==> config.mk <==
export PLATFORM = sky130hd
export DESIGN_NAME = game_timer_ctrl_flat
export DESIGN_NICKNAME = d
export VERILOG_FILES = /design/src/rtl/game_timer_ctrl_if.sv /design/src/rtl/game_timer_ctrl.sv /design/src/flat_wrapper.sv
export SDC_FILE = /design/constraint.sdc
export NUM_CORES = 1
export LEC_CHECK = 0
export ABC_AREA = 1
export BUFFER_PORTS_ARGS = -buffer_cell sky130_fd_sc_hd__buf_4
export CAP_MARGIN = 15
export CORE_MARGIN = 2
export CORE_UTILIZATION = 31
export CTS_CLUSTER_SIZE = 12
export DETAILED_ROUTE_END_ITERATION = 10
export GPL_TIMING_DRIVEN = 1
export PLACE_DENSITY = 0.47
export SYNTH_ARGS = -nofsm -noshare
export SYNTH_HDL_FRONTEND = slang
export SYNTH_SLANG_ARGS = --single-unit
==> constraint.sdc <==
create_clock -name clk -period 1.8 [get_ports clk]
set_input_delay 0 -clock clk [delete_from_list [all_inputs] [get_ports clk]]
set_output_delay 0 -clock clk [all_outputs]
set_load 0.02 [all_outputs]
==> src/rtl/game_timer_ctrl_if.sv <==
// Control and status bundle between the round controller and its host.
// The host drives the pulses and the round length; the timer drives the status.
interface game_timer_ctrl_if;
  logic       tick_1ms;
  logic       start;
  logic       pause_tgl;
  logic       abort;
  logic [5:0] limit;
  logic [5:0] secs_left;
  logic       running;
  logic       paused;
  logic       done;
  logic       expired;

  modport master (
    output tick_1ms, start, pause_tgl, abort, limit,
    input  secs_left, running, paused, done, expired
  );

  modport slave (
    input  tick_1ms, start, pause_tgl, abort, limit,
    output secs_left, running, paused, done, expired
  );
endinterface

==> src/rtl/game_timer_ctrl.sv <==
// Round timer: counts 1 ms ticks through a BCD ms chain and counts whole seconds down.
// The FSM supports IDLE/RUN/PAUSE/DONE; all status outputs are registered.
module game_timer_ctrl (
  input logic         clk,
  input logic         rst,
  game_timer_ctrl_if.slave bus
);
  localparam int unsigned SECW = 6;
  localparam int unsigned DECW = 4;

  localparam logic [1:0] IDLE  = 2'd0;
  localparam logic [1:0] RUN   = 2'd1;
  localparam logic [1:0] PAUSE = 2'd2;
  localparam logic [1:0] DONE  = 2'd3;

  localparam logic [DECW-1:0] DEC_MAX = DECW'(9);

  logic [1:0]      state, state_nxt;
  logic [DECW-1:0] ms_u, ms_t, ms_h;
  logic [DECW-1:0] ms_u_nxt, ms_t_nxt, ms_h_nxt;
  logic [SECW-1:0] secs, secs_nxt;
  logic            running, paused, done, expired;
  logic            expired_nxt;
  logic            start_ok;

  assign start_ok = bus.start && (bus.limit != '0);

  // Next-state and next-output logic; priority abort > start > pause_tgl > tick_1ms
  always_comb begin
    state_nxt   = state;
    ms_u_nxt    = ms_u;
    ms_t_nxt    = ms_t;
    ms_h_nxt    = ms_h;
    secs_nxt    = secs;
    expired_nxt = 1'b0;

    unique case (state)
      IDLE, DONE: begin
        if (bus.abort) begin
          state_nxt = IDLE;
          secs_nxt  = '0;
        end else if (start_ok) begin
          state_nxt = RUN;
          secs_nxt  = bus.limit;
          ms_u_nxt  = '0;
          ms_t_nxt  = '0;
          ms_h_nxt  = '0;
        end
      end
      RUN: begin
        if (bus.abort) begin
          state_nxt = IDLE;
          secs_nxt  = '0;
          ms_u_nxt  = '0;
          ms_t_nxt  = '0;
          ms_h_nxt  = '0;
        end else begin
          if (bus.tick_1ms) begin
            if (ms_u != DEC_MAX) begin
              ms_u_nxt = ms_u + DECW'(1);
            end else begin
              ms_u_nxt = '0;
              if (ms_t != DEC_MAX) begin
                ms_t_nxt = ms_t + DECW'(1);
              end else begin
                ms_t_nxt = '0;
                if (ms_h != DEC_MAX) begin
                  ms_h_nxt = ms_h + DECW'(1);
                end else begin
                  // Second boundary: chain wraps to 000 on the same edge
                  ms_h_nxt = '0;
                  if (secs <= SECW'(1)) begin
                    secs_nxt    = '0;
                    state_nxt   = DONE;
                    expired_nxt = 1'b1;
                  end else begin
                    secs_nxt = secs - SECW'(1);
                  end
                end
              end
            end
          end
          if (bus.pause_tgl && (state_nxt == RUN)) begin
            state_nxt = PAUSE;
          end
        end
      end
      PAUSE: begin
        if (bus.abort) begin
          state_nxt = IDLE;
          secs_nxt  = '0;
          ms_u_nxt  = '0;
          ms_t_nxt  = '0;
          ms_h_nxt  = '0;
        end else if (bus.pause_tgl) begin
          state_nxt = RUN;
        end
      end
      default: begin
        state_nxt = IDLE;
      end
    endcase
  end

  always_ff @(posedge clk or negedge rst) begin
    if (!rst) begin
      state   <= IDLE;
      ms_u    <= '0;
      ms_t    <= '0;
      ms_h    <= '0;
      secs    <= '0;
      running <= 1'b0;
      paused  <= 1'b0;
      done    <= 1'b0;
      expired <= 1'b0;
    end else begin
      state   <= state_nxt;
      ms_u    <= ms_u_nxt;
      ms_t    <= ms_t_nxt;
      ms_h    <= ms_h_nxt;
      secs    <= secs_nxt;
      running <= (state_nxt == RUN);
      paused  <= (state_nxt == PAUSE);
      done    <= (state_nxt == DONE);
      expired <= expired_nxt;
    end
  end

  assign bus.secs_left = secs;
  assign bus.running   = running;
  assign bus.paused    = paused;
  assign bus.done      = done;
  assign bus.expired   = expired;
endmodule

==> src/flat_wrapper.sv <==
// flat-port wrapper written by rule: the top's interface ports become plain ports
module game_timer_ctrl_flat 
  (clk, rst, bus_tick_1ms, bus_start, bus_pause_tgl, bus_abort, bus_limit, bus_secs_left, bus_running, bus_paused, bus_done, bus_expired);
  game_timer_ctrl_if bus_i ();
  input logic clk;
  input logic rst;
  input wire logic [$bits(bus_i.tick_1ms)-1:0] bus_tick_1ms;
  input wire logic [$bits(bus_i.start)-1:0] bus_start;
  input wire logic [$bits(bus_i.pause_tgl)-1:0] bus_pause_tgl;
  input wire logic [$bits(bus_i.abort)-1:0] bus_abort;
  input wire logic [$bits(bus_i.limit)-1:0] bus_limit;
  output wire logic [$bits(bus_i.secs_left)-1:0] bus_secs_left;
  output wire logic [$bits(bus_i.running)-1:0] bus_running;
  output wire logic [$bits(bus_i.paused)-1:0] bus_paused;
  output wire logic [$bits(bus_i.done)-1:0] bus_done;
  output wire logic [$bits(bus_i.expired)-1:0] bus_expired;
  assign bus_i.tick_1ms = bus_tick_1ms;
  assign bus_i.start = bus_start;
  assign bus_i.pause_tgl = bus_pause_tgl;
  assign bus_i.abort = bus_abort;
  assign bus_i.limit = bus_limit;
  assign bus_secs_left = bus_i.secs_left;
  assign bus_running = bus_i.running;
  assign bus_paused = bus_i.paused;
  assign bus_done = bus_i.done;
  assign bus_expired = bus_i.expired;
  game_timer_ctrl u_core (.clk(clk), .rst(rst), .bus(bus_i));
endmodule
# After elaboration in Yosys (flattened, before gate mapping)
# Cells that the tools add are included.
[op_classes]
n_mux = 49
n_reduce_logical = 9
n_eq_ne = 18
addsub = 4
magnitude_cmp = 1
[ops]
columns = ["cell", "count"]
rows = [
  ["4-bit two-way mux", 15],
  ["6-bit two-way mux", 9],
  ["4-bit one-hot mux with 3 select lines", 3],
  ["2-bit two-way mux", 13],
  ["6-bit one-hot mux with 3 select lines", 1],
  ["4-bit by 1-bit adder with 4-bit output, second input constant", 3],
  ["3-bit != test, second input constant", 4],
  ["4-bit != test, second input constant", 3],
  ["6-bit AND reduction", 2],
  ["2-bit equality test, second input constant", 4],
  ["1-bit two-way mux", 7],
  ["2-bit by 1-bit equality test with 1-bit output, second input constant", 3],
  ["6-bit by 1-bit less-or-equal comparator with 1-bit output, second input constant", 1],
  ["2-bit one-hot mux with 3 select lines", 1],
  ["6-bit nonzero test", 1],
  ["6-bit by 1-bit subtractor with 6-bit output, second input constant", 1],
  ["5-bit AND reduction", 1],
  ["2-bit != test, second input constant", 2],
  ["4-bit AND reduction", 1],
  ["3-bit by 2-bit != test with 1-bit output, second input constant", 1],
  ["1-bit logical AND", 2],
  ["2-bit logical NOT", 1],
  ["2-bit by 1-bit != test with 1-bit output, second input constant", 1],
  ["2-bit OR reduction", 1],
]
[word_totals]
ff_bits = 24
input_bits = 12
wordCells = 90

# Depth between registers and ports, before layout
[logic_depth]
word_depth = 14
depth_mapped = 11
depth_no_buf = 11

# Worst setup path after synthesis
# Ideal clock, no wire load.
[synth_path]
path_kind = "flip-flop to flip-flop"
start = "reg u_core.state[1]"
end = "reg u_core.secs[1], in the netlist u_core.bus.secs_left[1]"
synth_period_minus_slack_ns = 1.542
stages_incl_launch_ff = 12
slack_ns = 0.258
required_ns = 1.677
path_buffers = 0
arrival_time_ns = 1.419
path_cell_list = "dfrtp_1 inv_1 ha_1 nand2_4 nor2_1 nor2_4 nand3_1 nor2_1 nand2_2 inv_4 nand2_1 o21ai_1"
[synth_via]
elab_chain_cells = 4
elab_cells_between_ends = 13
cone_classes = "9 x eq/ne; 1 x mux; 3 x reduce/logical"
[synth_rtl]
columns = ["item", "line_no", "rtl"]
rows = [
  ["start, declared", "game_timer_ctrl.sv:18", "logic [1:0] state, state_nxt;"],
  ["start signal, assigned", "game_timer_ctrl.sv:117", "state <= state_nxt;"],
  ["2-bit equality test / 2-bit logical NOT (equally long branches)", "game_timer_ctrl.sv:37", "unique case (state)"],
  ["2-bit OR reduction", "game_timer_ctrl.sv:37", ""],
  ["3-bit by 2-bit != test with 1-bit output (no source line)", "-", ""],
  ["6-bit AND reduction (no source line)", "-", ""],
  ["end signal, assigned", "game_timer_ctrl.sv:121", "secs <= secs_nxt;"],
  ["end, declared", "game_timer_ctrl.sv:21", "logic [SECW-1:0] secs, secs_nxt;"],
]
# Several ways; a longest one is shown, not always the timed one.
# A chain may end at the register's enable or synchronous reset.

# Worst setup path after layout
[layout_path]
start = "reg u_core.state[0]"
end = "reg u_core.ms_t[3]"
[layout_via]
elab_chain_cells = 4
elab_cells_between_ends = 12
cone_classes = "8 x eq/ne; 1 x mux; 3 x reduce/logical"
[layout_rtl]
columns = ["item", "line_no", "rtl"]
rows = [
  ["2-bit equality test / 2-bit logical NOT (equally long branches)", "game_timer_ctrl.sv:37", ""],
  ["2-bit OR reduction", "game_timer_ctrl.sv:37", ""],
  ["2-bit by 1-bit != test with 1-bit output (no source line) / 2-bit != test (equally long branches)", "-", ""],
  ["5-bit AND reduction (no source line)", "-", ""],
  ["end signal, assigned", "game_timer_ctrl.sv:119", "ms_t <= ms_t_nxt;"],
  ["end, declared", "game_timer_ctrl.sv:19", "logic [DECW-1:0] ms_u, ms_t, ms_h;"],
]
# Several ways; a longest one is shown, not always the timed one.

==> results.tsv <==
stage	metric	value	unit
grt	vias in the first global route	1197	
routing	met2 routed WL	1410	um
worst_setup_path	Setup crit start kind	flop	
floorplanning	die area	5330	um2
synth	Syn. warnings	0	
routing	drc violations	0	
floorplanning	starting density of the core	0.317	
grt	Tot GR Track Use	0.135	
sta	final worst setup slack	0.169	ns
synth	mux contribution to synthesized area	0	
worst_setup_path	CP Max Fanout	8	
finish	ant diodes	0	
routing	Routed WL	3180	um
clocking	Bufs on Longest Clock Path	2	
sta	Max Slew Vio Count	0	
routing	drt pass-1 iters	4	
finish	cell area after layout	1810	um2
worst_setup_path	CP bufs+invs	1	
routing	via/cell ratio	4.66	
floorplanning	die span in x	73.0	um
finish	fill cell count	495	
sta	min Tclk post-route	1.63	ns
worst_setup_path	Setup CP Type	reg2reg	
worst_setup_path	setup slack, reg-to-reg	0.17	ns
synth	Synth Area in Simple Gates	0.299	
synth	xor and xnor area share after synthesis	0.0534	
min_path	hold path cells	5	
routing	Top Metal Used	met4	
worst_setup_path	CP peak stage delay	0.40	ns
pwr	Pwr Density	790	nW/um2
placement	pre-CTS setup slack	-0.0305	ns
run_status	outcome	complete, no violations	
synth	Synth area leaders	dfrtp_1, nand2_1, ha_1, o21ai_0, nand3_1	
placement	IO buf count	21	
routing	via count	1292	
clocking	Clock Pin Slew Worst Setup and Hold Paths	0.09	ns
worst_setup_path	Critical Path AT	1.78	ns
worst_setup_path	worst path required time	1.95	ns
sta	pin slew with the least headroom to its limit	0.338	ns
synth	synth unique cells	20	
worst_setup_path	crit-path leading delay family	simple AND/OR/NAND/NOR gates	
finish	fin nets	246	
grt	GRT overflow	0	
sta	Worst slew margin	0.773	
routing	post-route ant nets	0	
grt	initial antenna violation count	0	
synth	mapped cell area	1480	um2
synth	Mean Syn Cell Area	7.60	um2
worst_setup_path	Critical-path top delay cell	dfrtp_1	
finish	Layout area overhead	22.5	%
clocking	CTS tree	yes	
routing	DR WL/cell	11.5	um
routing	met3 wire len	109	um
pwr	LEAKAGE	0.930	nW
sta	Setup Viol. Count Final	0	
sta	fin crit share	0.906	
worst_setup_path	R2R Path Start	u_core.state[0]$_DFF_PN0_	
clocking	htree depth	1	
grt	largest net degree at the start of global routing	25	
synth	post-synthesis sequential area ratio	0.407	
run	maxcap violations	0	
pwr	Max VDD drop	0.409	mV
placement	Placed Area	1720	um2
sta	final hold vios	0	
synth	Synth top area share	0.407	
synth	cell taking the most area after synthesis	dfrtp_1	
floorplanning	row cnt	25	
clocking	CTS Root Buffer Type	clkbuf_8	
min_path	Hold WC Path Type	in2reg	
min_path	hold_sp	bus_limit[5]	
synth	Mapped Cells	194	
finish	share of cells above drive strength 1	0.206	
placement	HPWL after DPL	2440	um
worst_setup_path	R2R depth	6	
sta	Fmax	0.613	GHz
synth	Synthesized Nets	216	
worst_setup_path	r2r endpoint	u_core.ms_t[3]$_DFFE_PN0P_	
worst_setup_path	crit path capture type	flop	
clocking	CTS Sinks	24	
worst_setup_path	critical path cell sequence	inv_1 > ha_1 > o21ai_1 > nand3_1 > nand2_1 > o21ai_0	
clocking	Worst-Skew Late Latency	0.27	ns
synth	FF+latch count, synth	24	
grt	global-route wire length before repair	5620	um
floorplanning	Die Span Y	73.0	um
sta	clock skew	0.00219	ns
clocking	CTS buffer count	3	
synth	post-synthesis adder-cell area fraction	0.0848	
synth	complex-gate fraction of the synthesized area	0.0925	
floorplanning	I/O pin count	22	
routing	DRT iter0 DRCs	41	
floorplanning	Core Area	4660	um2
synth	largest family of logic cells by synthesized area	simple AND/OR/NAND/NOR gates	
placement	RePlAce Congestion	0.817	
min_path	WHS Endpoint	u_core.bus.secs_left[5]$_DFFE_PN0P_	
routing	Metal-1 WL	1600	um
where the power goes:
group          internal [mW]  total [mW]  switching [mW]  leakage, nW
Combinational          0.162       0.413           0.250        0.574
Sequential             0.586       0.641          0.0543        0.326
Clock                  0.196       0.375           0.179       0.0288
Total                  0.944        1.43           0.484        0.930
how the worst max path moves through the flow:
stage / from / to / cells past startpoint
4_1_cts: u_core.bus.secs_left[0]$_DFFE_PN0P_ / u_core.bus.paused$_DFF_PN0_ / 10
6_report: u_core.state[0]$_DFF_PN0_ / u_core.ms_t[3]$_DFFE_PN0P_ / 6
2_1_floorplan: u_core.state[1]$_DFF_PN0_ / u_core.bus.secs_left[1]$_DFFE_PN0P_ / 11
5_1_grt: u_core.bus.secs_left[0]$_DFFE_PN0P_ / u_core.bus.paused$_DFF_PN0_ / 10
3_3_place_gp: u_core.bus.secs_left[0]$_DFFE_PN0P_ / u_core.bus.secs_left[4]$_DFFE_PN0P_ / 7
3_5_place_dp: u_core.bus.secs_left[0]$_DFFE_PN0P_ / u_core.bus.secs_left[4]$_DFFE_PN0P_ / 7
state kept, by name (all words and copies together) (netlist names):
name                  count
u_core.ms_u               4
u_core.state              2
u_core.bus.expired        1
u_core.bus.running        1
u_core.bus.done           1
u_core.bus.secs_left      6
u_core.ms_t               4
u_core.bus.paused         1
u_core.ms_h               4
metrics by stage:
stage               setup TNS (ns)  hold slack (ns)   util  power [mW]  cells
floorplan                        0           -0.296      -       0.899    194
global placement                 0          -0.0736  0.370        1.05    272
detailed placement         -0.0305          -0.0766  0.370        1.05    272
CTS                              0           0.0323  0.384        1.44    277
global route               -0.0127           0.0592  0.388        1.54    277
finish                           0           0.0383  0.388        1.43    277
synthesized netlist by cell type:
master,number
xor2_1,7
nor2_1,21
nor2_4,1
or2_2,5
nand4_1,5
inv_2,2
o21ai_0,19
nand2_1,48
a21oi_1,3
dfrtp_1,24
xnor2_1,2
nand3_1,17
o21ai_1,4
inv_4,1
a31oi_1,1
nand2_2,1
nand2_4,1
inv_1,21
ha_1,10
nor2_2,1
timing repair:
| action | in CTS | in global routing |
|---|---|---|
| hold buffers | 1 | 0 |
| gates resized for setup | 1 | 6 |
| endpoints found under the hold margin | 24 | 0 |
| gates cloned | 0 | 0 |
| setup endpoints to repair | 3 | 9 |
| setup buffers | 0 | 0 |
worst min-delay path, cell delays in order:
cell     delay (ns)
buf_4          0.08
nand2_1        0.04
o21ai_0        0.06
nand2_1        0.05
nand2_1        0.05
cell type report:
class                      instances  area (um2)  share of cell area
multi-input combinational        146         801               0.443
clock buffer                       4        55.1              0.0305
inverter                          24        92.6              0.0512
sequential                        24         601               0.332
tap                               54        67.6              0.0374
timing repair buffer              25         190               0.105
routing by layer:
| layer | global-route usage | vias up |
|---|---|---|
| met2 | 0.200 | 23 |
| met5 | 0 | - |
| li1 | - | 684 |
| met1 | 0.188 | 579 |
| met3 | 0.0331 | 6 |
| met4 | 0.0514 | 0 |
layout by cell type, fill, tap and decap left out, drive strengths merged, types with 2 or more instances in the layout:
cell | Yosys | layout
dfrtp | 24 | 24
clkbuf | 0 | 4
a21oi | 3 | 3
inv | 24 | 24
nand2 | 50 | 50
nand3 | 17 | 17
nor2 | 23 | 23
nand4 | 5 | 5
xnor2 | 2 | 2
ha | 10 | 10
xor2 | 7 | 7
o21ai | 23 | 23
or2 | 5 | 5
buf | 0 | 24
cells by family (layout without fill, tap and decap cells):
family          count (synthesis)  count (layout)
compound gates                 27              27
xor+xnor                        9               9
fa+ha+maj                      10              10
buf+inv                        24              53
flops                          24              24
simple gates                  100             100
(Power assumes the default switching activity.)
